$ cat config.mk
export PLATFORM = sky130hd
export DESIGN_NAME = gpio_input_filter
export DESIGN_NICKNAME = d
export VERILOG_FILES = /design/src/rtl/gpio_input_filter.sv
export SDC_FILE = /design/constraint.sdc
export NUM_CORES = 1
export LEC_CHECK = 0
export CORE_ASPECT_RATIO = 2
export CORE_MARGIN = 2
export CORE_UTILIZATION = 55
export CTS_CLUSTER_DIAMETER = 30
export DETAILED_ROUTE_END_ITERATION = 10
export GPL_ROUTABILITY_DRIVEN = 1
export PLACE_DENSITY = 0.81
export REMOVE_ABC_BUFFERS = 1
export SLEW_MARGIN = 10
export SYNTH_ARGS = -nofsm -noshare
export SYNTH_HDL_FRONTEND = slang
export SYNTH_SLANG_ARGS = --single-unit
$ cat constraint.sdc
create_clock -name clk -period 6.3 [get_ports clk]
set_clock_uncertainty 0.05 [all_clocks]
set_input_delay 1.26 -clock clk [delete_from_list [all_inputs] [get_ports clk]]
set_output_delay 1.26 -clock clk [all_outputs]
set_load 0.1 [all_outputs]
$ cat src/rtl/gpio_input_filter.sv
// 16-pin GPIO input synchronizer and per-pin debounce filter with a small register block at 0x4000.
// Optional prescaled debounce tick when GPIO_FILTER_PRESCALER_EN is defined; otherwise tick fires every cycle.
module gpio_input_filter #(
  parameter int SYNC_STAGES = 2
) (
  input  logic        clk,
  input  logic        reset,
  input  logic [15:0] gpio_pins_in,
  output logic [15:0] gpio_pin_state,
  input  logic [15:0] data_bus_write,
  output logic [15:0] data_bus_read,
  input  logic [31:0] data_bus_addr,
  input  logic [1:0]  data_bus_mode,
  input  logic        data_bus_select
);

  localparam logic [31:0] ADDR_STATE  = 32'h0000_4000;
  localparam logic [31:0] ADDR_RAW    = 32'h0000_4004;
  localparam logic [31:0] ADDR_ENABLE = 32'h0000_4008;
  localparam logic [31:0] ADDR_CONFIG = 32'h0000_400C;

  logic [15:0] sync_reg [SYNC_STAGES];
  logic [15:0] sync_raw;
  logic [15:0] pin_state_reg;
  logic [15:0] pin_state_next;
  logic [15:0] filter_enable_reg;
  logic [3:0]  threshold_reg;
  logic [3:0]  cnt_reg  [16];
  logic [3:0]  cnt_next [16];
  logic [7:0]  prescaler_rd;
  logic        tick;
  logic        bus_wr;
  logic        enable_wr;
  logic        config_wr;

  assign bus_wr    = (data_bus_mode == 2'b10) && data_bus_select;
  assign enable_wr = bus_wr && (data_bus_addr == ADDR_ENABLE);
  assign config_wr = bus_wr && (data_bus_addr == ADDR_CONFIG);
  assign sync_raw  = sync_reg[SYNC_STAGES-1];

  always_ff @(posedge clk or posedge reset) begin
    if (reset) begin
      for (int s = 0; s < SYNC_STAGES; s++) sync_reg[s] <= '0;
    end else begin
      sync_reg[0] <= gpio_pins_in;
      for (int s = 1; s < SYNC_STAGES; s++) sync_reg[s] <= sync_reg[s-1];
    end
  end

`ifdef GPIO_FILTER_PRESCALER_EN
  logic [7:0] prescaler_reg;
  logic [7:0] presc_cnt_reg;

  assign tick         = (presc_cnt_reg == prescaler_reg);
  assign prescaler_rd = prescaler_reg;

  always_ff @(posedge clk or posedge reset) begin
    if (reset) begin
      prescaler_reg <= '0;
      presc_cnt_reg <= '0;
    end else if (config_wr) begin
      prescaler_reg <= data_bus_write[15:8];
      presc_cnt_reg <= '0;
    end else if (tick) begin
      presc_cnt_reg <= '0;
    end else begin
      presc_cnt_reg <= presc_cnt_reg + 8'd1;
    end
  end
`else
  assign tick         = 1'b1;
  assign prescaler_rd = 8'h00;
`endif

  // A config write freezes acceptance for one cycle so every pin restarts its count from zero.
  for (genvar gi = 0; gi < 16; gi++) begin : g_pin
    logic differs;
    logic accept;
    assign differs = sync_raw[gi] != pin_state_reg[gi];
    assign accept  = differs && tick && !config_wr && (cnt_reg[gi] == threshold_reg);

    assign pin_state_next[gi] = !filter_enable_reg[gi] ? sync_raw[gi] :
                                accept                 ? sync_raw[gi] : pin_state_reg[gi];

    assign cnt_next[gi] = (!filter_enable_reg[gi] || config_wr || !differs || accept) ? 4'd0 :
                          tick ? cnt_reg[gi] + 4'd1 : cnt_reg[gi];
  end

  always_ff @(posedge clk or posedge reset) begin
    if (reset) begin
      pin_state_reg     <= '0;
      filter_enable_reg <= '0;
      threshold_reg     <= '0;
      for (int p = 0; p < 16; p++) cnt_reg[p] <= '0;
    end else begin
      pin_state_reg <= pin_state_next;
      for (int p = 0; p < 16; p++) cnt_reg[p] <= cnt_next[p];
      if (enable_wr) filter_enable_reg <= data_bus_write;
      if (config_wr) threshold_reg <= data_bus_write[3:0];
    end
  end

  always_comb begin
    data_bus_read = 16'h0000;
    case (data_bus_addr)
      ADDR_STATE:  data_bus_read = pin_state_reg;
      ADDR_RAW:    data_bus_read = sync_raw;
      ADDR_ENABLE: data_bus_read = filter_enable_reg;
      ADDR_CONFIG: data_bus_read = {prescaler_rd, 4'h0, threshold_reg};
      default:     data_bus_read = 16'h0000;
    endcase
  end

  assign gpio_pin_state = pin_state_reg;

endmodule

* Word-level counts from Yosys, hierarchy flattened
Index checks and enable logic that the tools add are counted.
Storage, ports and cells: logic and storage cells 270, input bits 69, register bits 132, output and inout port bits 32
Cells by class: muxes and demuxes 49, add/subtract/negate cells 16, reductions and logical operators 116, equality and inequality tests 53
Operators with widths (number):
- 32-bit by 15-bit == test with 1-bit output, second input constant | 4
- 4-bit by 1-bit adder with 4-bit output, second input constant | 16
- 4-bit == test | 16
- 4-bit 2-to-1 mux | 16
- 16-bit one-hot mux with 4 select lines | 1
- 1-bit logical OR | 48
- 1-bit logical AND | 35
- 1-bit logical NOT | 33
- 1-bit 2-to-1 mux | 32
- 2-bit by 1-bit inequality test with 1-bit output, second input constant | 16
- 1-bit inequality test | 16
- 2-bit == test, second input constant | 1

* Depth between registers and ports, before layout
Gate-level depths: netlist (run 1).
depth after elaboration 8, mapped depth 8, gate-level depth less buffers 4

* Worst setup path after synthesis (run 1)
OpenSTA, ideal clock, no wires.
kind input to output, from in data_bus_addr[2], to out data_bus_read[10], buffers on the path 3, cell stages on the path 6, path slack 1382 ps, required time 4990 ps, arrival time 3608 ps, path through clkbuf_1 -> buf_2 -> nor2b_1 -> clkbuf_1 -> a21oi_1 -> nor2_1
On the way: word-level cells in the longest chain between the ends 2, elaborated cells on any way between the ends 5, those cells by class eq/ne (4); mux (1)
RTL lines:
- from (decl) | line 12 | input logic [31:0] data_bus_addr,
- 32-bit by 15-bit == test with 1-bit output | line 105 | case (data_bus_addr)
- 16-bit one-hot mux with 4 select lines * | line 105
- to (decl) | line 11 | output logic [15:0] data_bus_read,
Mark *: on every way between the ends. The rest lies on a longest branch, timed or not.

* Final worst setup path (run 1)
from in data_bus_addr[3], to out data_bus_read[4]
Same word-level chain as after synthesis.

==> results.toml, run 1 <==
[timing]
setup_viol = 0
slew_headroom_pct = 22.7
clock.fmax_ghz = 0.210
setup-tns-final_ns = 0
final_hold_viol_count = 0
rsz0062_at_grt = "false"
period_needed_ns = 4.77
period_share_pct = 75.7
tightest_slew_ns = 1.16
finalMaxSlewViolations = 0

[layout]
area_growth_pct = 25.5
n_antenna_cell = 0
regArea_sq_mm = 0.00330
final_common_cell = "dfrtp_1"
fin_area_sq_mm = 0.00859
layout.nets = 793
multi_input_area_sq_mm = 0.00330
layout_common_cells = "dfrtp_1, xor2_1, clkdlybuf4s50_1"
fill_cells = 852
final_util_pct = 70.8
largest_reg_flops = 64
drive_gt1_share_pct = 13.1

[clock_tree]
clkTransAtPathRegs_ns = 0.06
htreeDepth = 4
ctsHoldBuffers = 0
cts_resized = 0
cts_setup_buffers = 0
cts-root-buf = "clkbuf_16"
cts.sinks = 132
numCtsBuffers = 17
clk-insertion-delay-late_ns = 0.42
cts_tree = "done"
clock_path_buffers = 2

[drt]
dr.pass1.iters = 5
finalWirelength_microns = 17200
ant_nets = 0
drc = 0
wl_per_cell_microns = 19.9
drt_iter0_drc = 312
vias = 5286
viasPerCell = 6.10

[floorplanning]
die_y_microns = 162
rows = 57
pin_count = 101
fp.coreArea_sq_mm = 0.0121
start_util_pct = 56.4
die-area_sq_mm = 0.0134
die_x_microns = 82.9

[setup_path]
crit_arrival_ns = 3.46
worstSetupPathType = "in -> out"
worstPathRequired_ns = 4.99
crit_fanout = 19
setup.worst_path.start = "data_bus_addr[3]"
critPathLaunchType = "input port"
end_kind = "output pin"
r2r_start = "threshold_reg[2]$_DFFE_PP0P_"

[placement]
dpl-instance-area_sq_mm = 0.00789
gp_congestion = 0.797
io_buffers = 100
hpwl_microns = 11200

[global_routing]
overflow = 0
grt_max_degree = 90
grt_pass1_wl_microns = 28200
antenna_found_initial = 0
grt_pass1_vias = 5800
grt_usage_pct = 26.3

[synthesis]
synth-seq-area-share_pct = 48.3
ys.flop_type = "dfrtp_1"
yosys_warnings = 0
synth_top_area_share_pct = 48.3
syn_area_per_cell_sq_um = 11.1
syn_area_sq_mm = 0.00684
synth.area.top_cells = "dfrtp_1, xor2_1, nor3_1"
synth-edff-count = 0
async_flop_share_pct = 100
yosysTopAreaCell = "dfrtp_1"
ys_seq_elements = 132
ys_types = 33
syn_inst = 615

[min_path]
hold_start = "sync_reg[30]$_DFF_PP0_"
min_path_type = "reg -> reg"

[pwr]
power_density_mw_per_mm2 = 257
ir_drop_uv = 236
p_leak_nw = 4.01

[status]
status = "finished, final reports clean"

[run]
maxCapViolCount = 0
[routing by layer]
metal	share of wire, %	global-route usage (%)	up-vias
met2	56	48.7	233
met1	36	28.6	2642
met3	5.5	5.64	37
li1	-	-	2374
met4	2.5	11.5	0
met5	0	0	-
[final timing paths]
path | endpoint | slack, ns | cells past startpoint
worst max-delay path | data_bus_read[4] | 1.53 | 7
worst min-delay path | sync_raw[14]$_DFF_PP0_ | 0.30 | 0
worst max register to register | gpio_pin_state[13]$_DFFE_PP0P_ | 3.98 | 3
worst min register to register | sync_raw[14]$_DFF_PP0_ | 0.30 | 0
max in group asynchronous | cnt_reg[59]$_DFF_PP0_ | 3.53 | 3
min in group asynchronous | sync_reg[23]$_DFF_PP0_ | 1.40 | 2
[synth_stat cells (16+ instances only)]
cell type / n
o41a_1: 16
nor2_1: 25
or4_1: 16
ha_1: 16
xor2_1: 96
xnor2_1: 16
dfrtp_1: 132
nand2_1: 33
inv_1: 17
nor3_1: 64
buf_2: 19
nor3b_1: 16
nand3_1: 48
[per-stage QoR]
| step | total power, W | cells | setup slack (ns) | hold slack, ns |
|---|---|---|---|---|
| detailed placement | 0.00105 | 836 | 1.56 | 0.285 |
| CTS | 0.00222 | 867 | 1.55 | 0.298 |
| floorplan | 0.000968 | 579 | 1.46 | 0.281 |
| global route | 0.00227 | 867 | 1.42 | 0.316 |
| finish | 0.00221 | 867 | 1.53 | 0.296 |
| global placement | 0.00105 | 836 | 1.64 | 0.282 |
[power breakdown]
group / switching [W] / internal, W
logic: 0.0000931 / 0.0000645
registers: 0.0000160 / 0.000864
clock network: 0.000368 / 0.000803
total: 0.000478 / 0.00173
[critical path, cell delays in order]
cell and delay (ns):
clkdlybuf4s50_1 0.40, buf_4 0.26, nor2b_1 0.70, buf_4 0.31
a21oi_1 0.09, nor2_1 0.11, buf_4 0.32
[cells by family after synthesis]
group	count (synthesis)	share of synthesized area [%]
flip-flops	132	48.3
XOR/XNOR	112	14.3
adder cells (fa/ha/maj)	16	2.93
AND/OR/NAND/NOR	222	18.5
buffers and inverters	53	3.47
AO/OA/AOI/OAI	44	5.56
multiplexers	36	6.91
[final cells by class]
type / count / area share (%)
Clock buffer: 19 / 5.27
Clock inverter: 12 / 2.91
Inverter: 17 / 0.772
Multi-Input combinational cell: 430 / 38.4
Sequential cell: 132 / 38.5
Tap cell: 147 / 2.14
Timing Repair Buffer: 110 / 12.0
Note: power is estimated with default switching activity, not from simulation.
==> inputs of run 2 (changes only) <==
--- a/config.mk
+++ b/config.mk
@@ -7,11 +7,11 @@
 export LEC_CHECK = 0
 export CORE_ASPECT_RATIO = 2
 export CORE_MARGIN = 2
-export CORE_UTILIZATION = 55
+export CORE_UTILIZATION = 49
 export CTS_CLUSTER_DIAMETER = 30
 export DETAILED_ROUTE_END_ITERATION = 10
 export GPL_ROUTABILITY_DRIVEN = 1
-export PLACE_DENSITY = 0.81
+export PLACE_DENSITY = 0.76
 export REMOVE_ABC_BUFFERS = 1
 export SLEW_MARGIN = 10
 export SYNTH_ARGS = -nofsm -noshare
==> constraint.sdc (replaced) <==
create_clock -name clk -period 4 [get_ports clk]
set_clock_uncertainty 0.05 [all_clocks]
set_input_delay 0.8 -clock clk [delete_from_list [all_inputs] [get_ports clk]]
set_output_delay 0.8 -clock clk [all_outputs]
set_load 0.1 [all_outputs]
==> run 2 against run 1 <==
Against the previous run:
- flip-flop and latch count unchanged
- cell count increased by 2.1%
- clock-buffer cell count unchanged
- critical endpoint is now data_bus_read[15]
==> results.toml, run 2 (synthesis gave the netlist of run 1 again) <==
[status]
status = "finished, final reports clean"

[layout]
area_growth_pct = 29.6
fill_cells = 1030
largest_reg_flops = 64
layout_common_cells = "dfrtp_1, xor2_1, clkdlybuf4s50_1"
final_common_cell = "dfrtp_1"
drive_gt1_share_pct = 14.0
final_util_pct = 64.5
layout.nets = 801
n_antenna_cell = 0

[clock_tree]
cts_setup_buffers = 0
clkTransAtPathRegs_ns = 0.05
cts_resized = 0
clock_path_buffers = 2
numCtsBuffers = 17
clk-insertion-delay-late_ns = 0.41
htreeDepth = 4
cts-root-buf = "clkbuf_16"
ctsHoldBuffers = 0
cts.sinks = 132
cts_tree = "done"

[drt]
wl_per_cell_microns = 18.4
finalWirelength_microns = 16300
wl_met2_microns = 8280
dr.pass1.iters = 5
m1WireLength_microns = 6730
route.met3.wl_microns = 985
dr.max_layer_used = "met4"
drc = 0
ant_nets = 0
vias = 5160
drt_iter0_drc = 370
viasPerCell = 5.83

[pwr]
power_density_mw_per_mm2 = 386
seqPwrFrac_pct = 40.5
p_switching_w = 0.000754
ir_drop_uv = 293
comb_power_share_pct = 7.3
clockPowerShare_pct = 52.2
switching_share_pct = 22.0
p_int_w = 0.00267
p_leak_nw = 4.10

[timing]
clock.fmax_ghz = 0.268
finalMaxSlewViolations = 0
tightest_slew_ns = 1.18
rsz0062_at_grt = "false"
setup_viol = 0
final_hold_viol_count = 0
slew_headroom_pct = 21.4
period_needed_ns = 3.73
worst_hold_slack_ns = 0.297
period_share_pct = 93.2

[floorplanning]
die_x_microns = 87.6
die-area_sq_mm = 0.0150
die_y_microns = 171
pin_count = 101
start_util_pct = 49.8
rows = 61
fp.coreArea_sq_mm = 0.0137

[run]
maxCapViolCount = 0

[global_routing]
grt_pass1_vias = 5377
grt_pass1_wl_microns = 26600
overflow = 0
antenna_found_initial = 0
grt_usage_pct = 23.1
grt_max_degree = 56

[setup_path]
crit_arrival_ns = 2.88
critPathLaunchType = "input port"
reg2reg_depth = 3
end_kind = "output pin"
crit_fanout = 7
worstSetupPathType = "in -> out"
worstPathRequired_ns = 3.15

[placement]
gp_congestion = 0.799
io_buffers = 100
hpwl_microns = 10500

[min_path]
min_path_type = "reg -> reg"
whs_path_depth = 0
run 2: cell types whose count changed in the layout (fill, tap and decap cells not counted), sizes merged:
cell,delta
clkinv,+2
bufinv,-1
buf,+8
clkinvlp,-1
run 2: power groups by stage:
stage,combinational [W],clock [W],sequential (W)
final,0.000251,0.00178,0.00139
after global routing,0.000269,0.00187,0.00139
after CTS,0.000254,0.00181,0.00139
after detailed placement,0.000252,0,0.00141
after global placement,0.000249,0,0.00141
after floorplan,0.0000614,0,0.00146
run 2: final timing paths:
| kind | startpoint | end | slack, ns |
|---|---|---|---|
| setup / recovery | data_bus_addr[0] | data_bus_read[15] | 0.27 |
| hold / removal | sync_reg[31]$_DFF_PP0_ | sync_raw[15]$_DFF_PP0_ | 0.30 |
| setup reg to reg | threshold_reg[3]$_DFFE_PP0P_ | gpio_pin_state[7]$_DFFE_PP0P_ | 1.64 |
| hold reg to reg | sync_reg[31]$_DFF_PP0_ | sync_raw[15]$_DFF_PP0_ | 0.30 |
| max in group asynchronous | reset | gpio_pin_state[2]$_DFFE_PP0P_ | 2.30 |
| min in group asynchronous | reset | sync_reg[23]$_DFF_PP0_ | 0.80 |
run 2: metal layers:
metal	vias up	global-route usage, %
li1	2390	-
met1	2538	29.1
met2	205	39.0
met3	27	4.53
met4	0	8.03
met5	-	0
run 2: layout make-up:
cell class                 instances  area [sq um]  share of cell area (%)
sequential                       132          3300                    37.3
multi-input combinational        430          3300                    37.3
timing repair buffer             118          1320                    14.9
clock buffer                      19           453                    5.11
clock inverter                    12           226                    2.56
tap                              157           196                    2.22
inverter                          17          66.3                   0.748
run 2: metrics by stage:
| step | std cells | TNS [ns] | setup slack (ns) | instance area, sq um | power (W) |
|---|---|---|---|---|---|
| 6_report | 885 | 0 | 0.274 | 8860 | 0.00342 |
| 3_3_place_gp | 854 | 0 | 0.327 | 8180 | 0.00166 |
| 4_1_cts | 885 | 0 | 0.243 | 8860 | 0.00344 |
| 5_1_grt | 885 | 0 | 0.160 | 8860 | 0.00352 |
| 3_5_place_dp | 854 | 0 | 0.263 | 8180 | 0.00166 |
| 2_1_floorplan | 579 | -49.64 | -0.376 | 6670 | 0.00152 |
run 2: worst max-delay path, cell delays in order:
cell	delay (ns)
clkdlybuf4s50_1	0.41
nor4_2	0.37
and4_1	0.32
nand2_1	0.27
buf_4	0.27
nor2_1	0.22
buf_12	0.21
==> inputs of run 3 (changes only) <==
--- a/config.mk
+++ b/config.mk
@@ -12,7 +12,6 @@
 export DETAILED_ROUTE_END_ITERATION = 10
 export GPL_ROUTABILITY_DRIVEN = 1
 export PLACE_DENSITY = 0.76
-export REMOVE_ABC_BUFFERS = 1
 export SLEW_MARGIN = 10
 export SYNTH_ARGS = -nofsm -noshare
 export SYNTH_HDL_FRONTEND = slang
==> constraint.sdc (replaced) <==
create_clock -name clk -period 4 [get_ports clk]
set_clock_uncertainty 0.05 [all_clocks]
set_input_delay 0.8 -clock clk [delete_from_list [all_inputs] [get_ports clk]]
set_output_delay 0.8 -clock clk [all_outputs]
set_load 0.05 [all_outputs]
==> run 3 against run 2 <==
Against the previous run:
- first-iteration DRC count down 13%
- fmax up 2.9%
- routed wire length up 1.4%
- via count down 0.58%
- hold slack worse by 0.0081 ns
- critical path depth down 1
- sequential power about the same
- clock-buffer cell count down 2
- largest power group unchanged
- highest routed layer unchanged
==> results.toml, run 3 (synthesis gave the netlist of run 1 again) <==
[status]
status = "finished, final reports clean"

[floorplanning]
die-area_sq_mm = 0.0150
die_x_microns = 87.6
pin_count = 101
fp.coreArea_sq_mm = 0.0137
start_util_pct = 49.8
die_y_microns = 171
rows = 61

[pwr]
switching_share_pct = 24.3
p_total_w = 0.00317
p_leak_nw = 4.05
p_int_w = 0.00240
ir_drop_uv = 365
comb_power_share_pct = 6.9
seqPwrFrac_pct = 43.8
clockPowerShare_pct = 49.3
power_density_mw_per_mm2 = 361
p_switching_w = 0.000771

[layout]
regArea_sq_mm = 0.00330
drive_gt1_share_pct = 14.1
n_antenna_cell = 0
layout_common_cells = "dfrtp_1, xor2_1, clkdlybuf4s50_1"
area_growth_pct = 28.3
layout.nets = 801
largest_reg_flops = 64
final_common_cell = "dfrtp_1"
fill_cells = 1046
final_cells = 886
multi_input_area_sq_mm = 0.00330

[drt]
viasPerCell = 5.79
finalWirelength_microns = 16500
ant_nets = 0
drt_iter0_drc = 323
drc = 0
vias = 5130
dr.pass1.iters = 5
wl_per_cell_microns = 18.7

[setup_path]
critPathLaunchType = "input port"
crit_arrival_ns = 2.77
worstPathRequired_ns = 3.15
crit_fanout = 12
setup.worst_path.start = "data_bus_addr[13]"
r2r_start = "threshold_reg[3]$_DFFE_PP0P_"
max_stage_delay_ns = 0.41
critPathSlowestCell = "clkdlybuf4s50_1"
worstSetupPathType = "in -> out"
end_kind = "output pin"
cp_cell_sequence = "clkdlybuf4s50_1, nor4b_2, and4_1, nand2_1, nor2_1, buf_12"

[global_routing]
overflow = 0
grt_pass1_wl_microns = 26900
antenna_found_initial = 0
grt_usage_pct = 23.5
grt_max_degree = 55
grt_pass1_vias = 5231

[clock_tree]
clk-insertion-delay-late_ns = 0.42
cts_resized = 0
cts_tree = "done"
ctsHoldBuffers = 0
clkTransAtPathRegs_ns = 0.06
cts.sinks = 132
cts_setup_buffers = 0
numCtsBuffers = 17
clock_path_buffers = 2
cts-root-buf = "clkbuf_16"
htreeDepth = 4

[timing]
rsz0062_at_grt = "false"
setup_viol = 0
period_share_pct = 90.5
period_needed_ns = 3.62
clock.fmax_ghz = 0.276
setup-tns-final_ns = 0
tightest_slew_ns = 0.781
worst_hold_slack_ns = 0.288
finalMaxSlewViolations = 0
final_hold_viol_count = 0
slew_headroom_pct = 47.8

[min_path]
min_path_type = "reg -> reg"
hold_start = "sync_reg[20]$_DFF_PP0_"

[placement]
gp_congestion = 0.759
dp.cells = 854
hpwl_microns = 10800
io_buffers = 100

[run]
maxCapViolCount = 0

[synthesis]
syn_nets = 700
[run 3: cell types whose count changed in the layout (fill, tap and decap cells not counted)]
cell,delta
inv_4,-1
inv_6,+5
clkinvlp_4,+3
bufinv_16,-4
clkinv_4,+1
clkbuf_8,-2
clkinv_2,-1
[run 3: final cells by class]
cell class,instances,area share (%)
flip-flops and latches,132,37.6
multi-input cells,430,37.6
repair buffers,118,15.0
clock buffers,17,4.85
well taps,157,2.24
clock inverters,15,1.92
inverters,17,0.770
[run 3: path summary, 6_finish.rpt]
check	endpoint	slack, ns	cells past startpoint
hold reg to reg	sync_raw[4]$_DFF_PP0_	0.29	0
setup reg to reg	gpio_pin_state[14]$_DFFE_PP0P_	2.12	4
setup / recovery	data_bus_read[4]	0.38	6
min in group asynchronous	gpio_pin_state[12]$_DFFE_PP0P_	0.81	2
max in group asynchronous	cnt_reg[3]$_DFF_PP0_	2.26	3
hold / removal	sync_raw[4]$_DFF_PP0_	0.29	0
[run 3: worst max-delay path: cells and delay by family]
family	cells	cell delay (ns)
buffers and inverters	2	0.59
and+or+nand+nor	4	1.38
[run 3: power groups by stage]
stage | logic, W | registers [W] | clock network [W]
after global routing | 0.000237 | 0.00139 | 0.00164
after detailed placement | 0.000220 | 0.00141 | 0
after global placement | 0.000218 | 0.00141 | 0
after floorplan | 0.0000732 | 0.00143 | 0
after CTS | 0.000222 | 0.00138 | 0.00158
final | 0.000219 | 0.00139 | 0.00156
[run 3: through the flow]
step / setup slack (ns) / cell area, sq um / util (%)
6_report: 0.379 / 8780 / 63.9
5_1_grt: 0.190 / 8780 / 63.9
4_1_cts: 0.318 / 8780 / 63.9
3_5_place_dp: 0.341 / 8190 / 59.6
3_3_place_gp: 0.420 / 8190 / 59.6
2_1_floorplan: 0.608 / 6850 / -
[run 3: per-layer routing]
| layer | vias to the layer above | global-route usage (%) | share of wire, % |
|---|---|---|---|
| met5 | - | 0 | 0 |
| met4 | 0 | 8.90 | 1.9 |
| met3 | 32 | 5.02 | 5.5 |
| met2 | 170 | 38.9 | 52 |
| met1 | 2538 | 29.8 | 41 |
| li1 | 2390 | - | - |
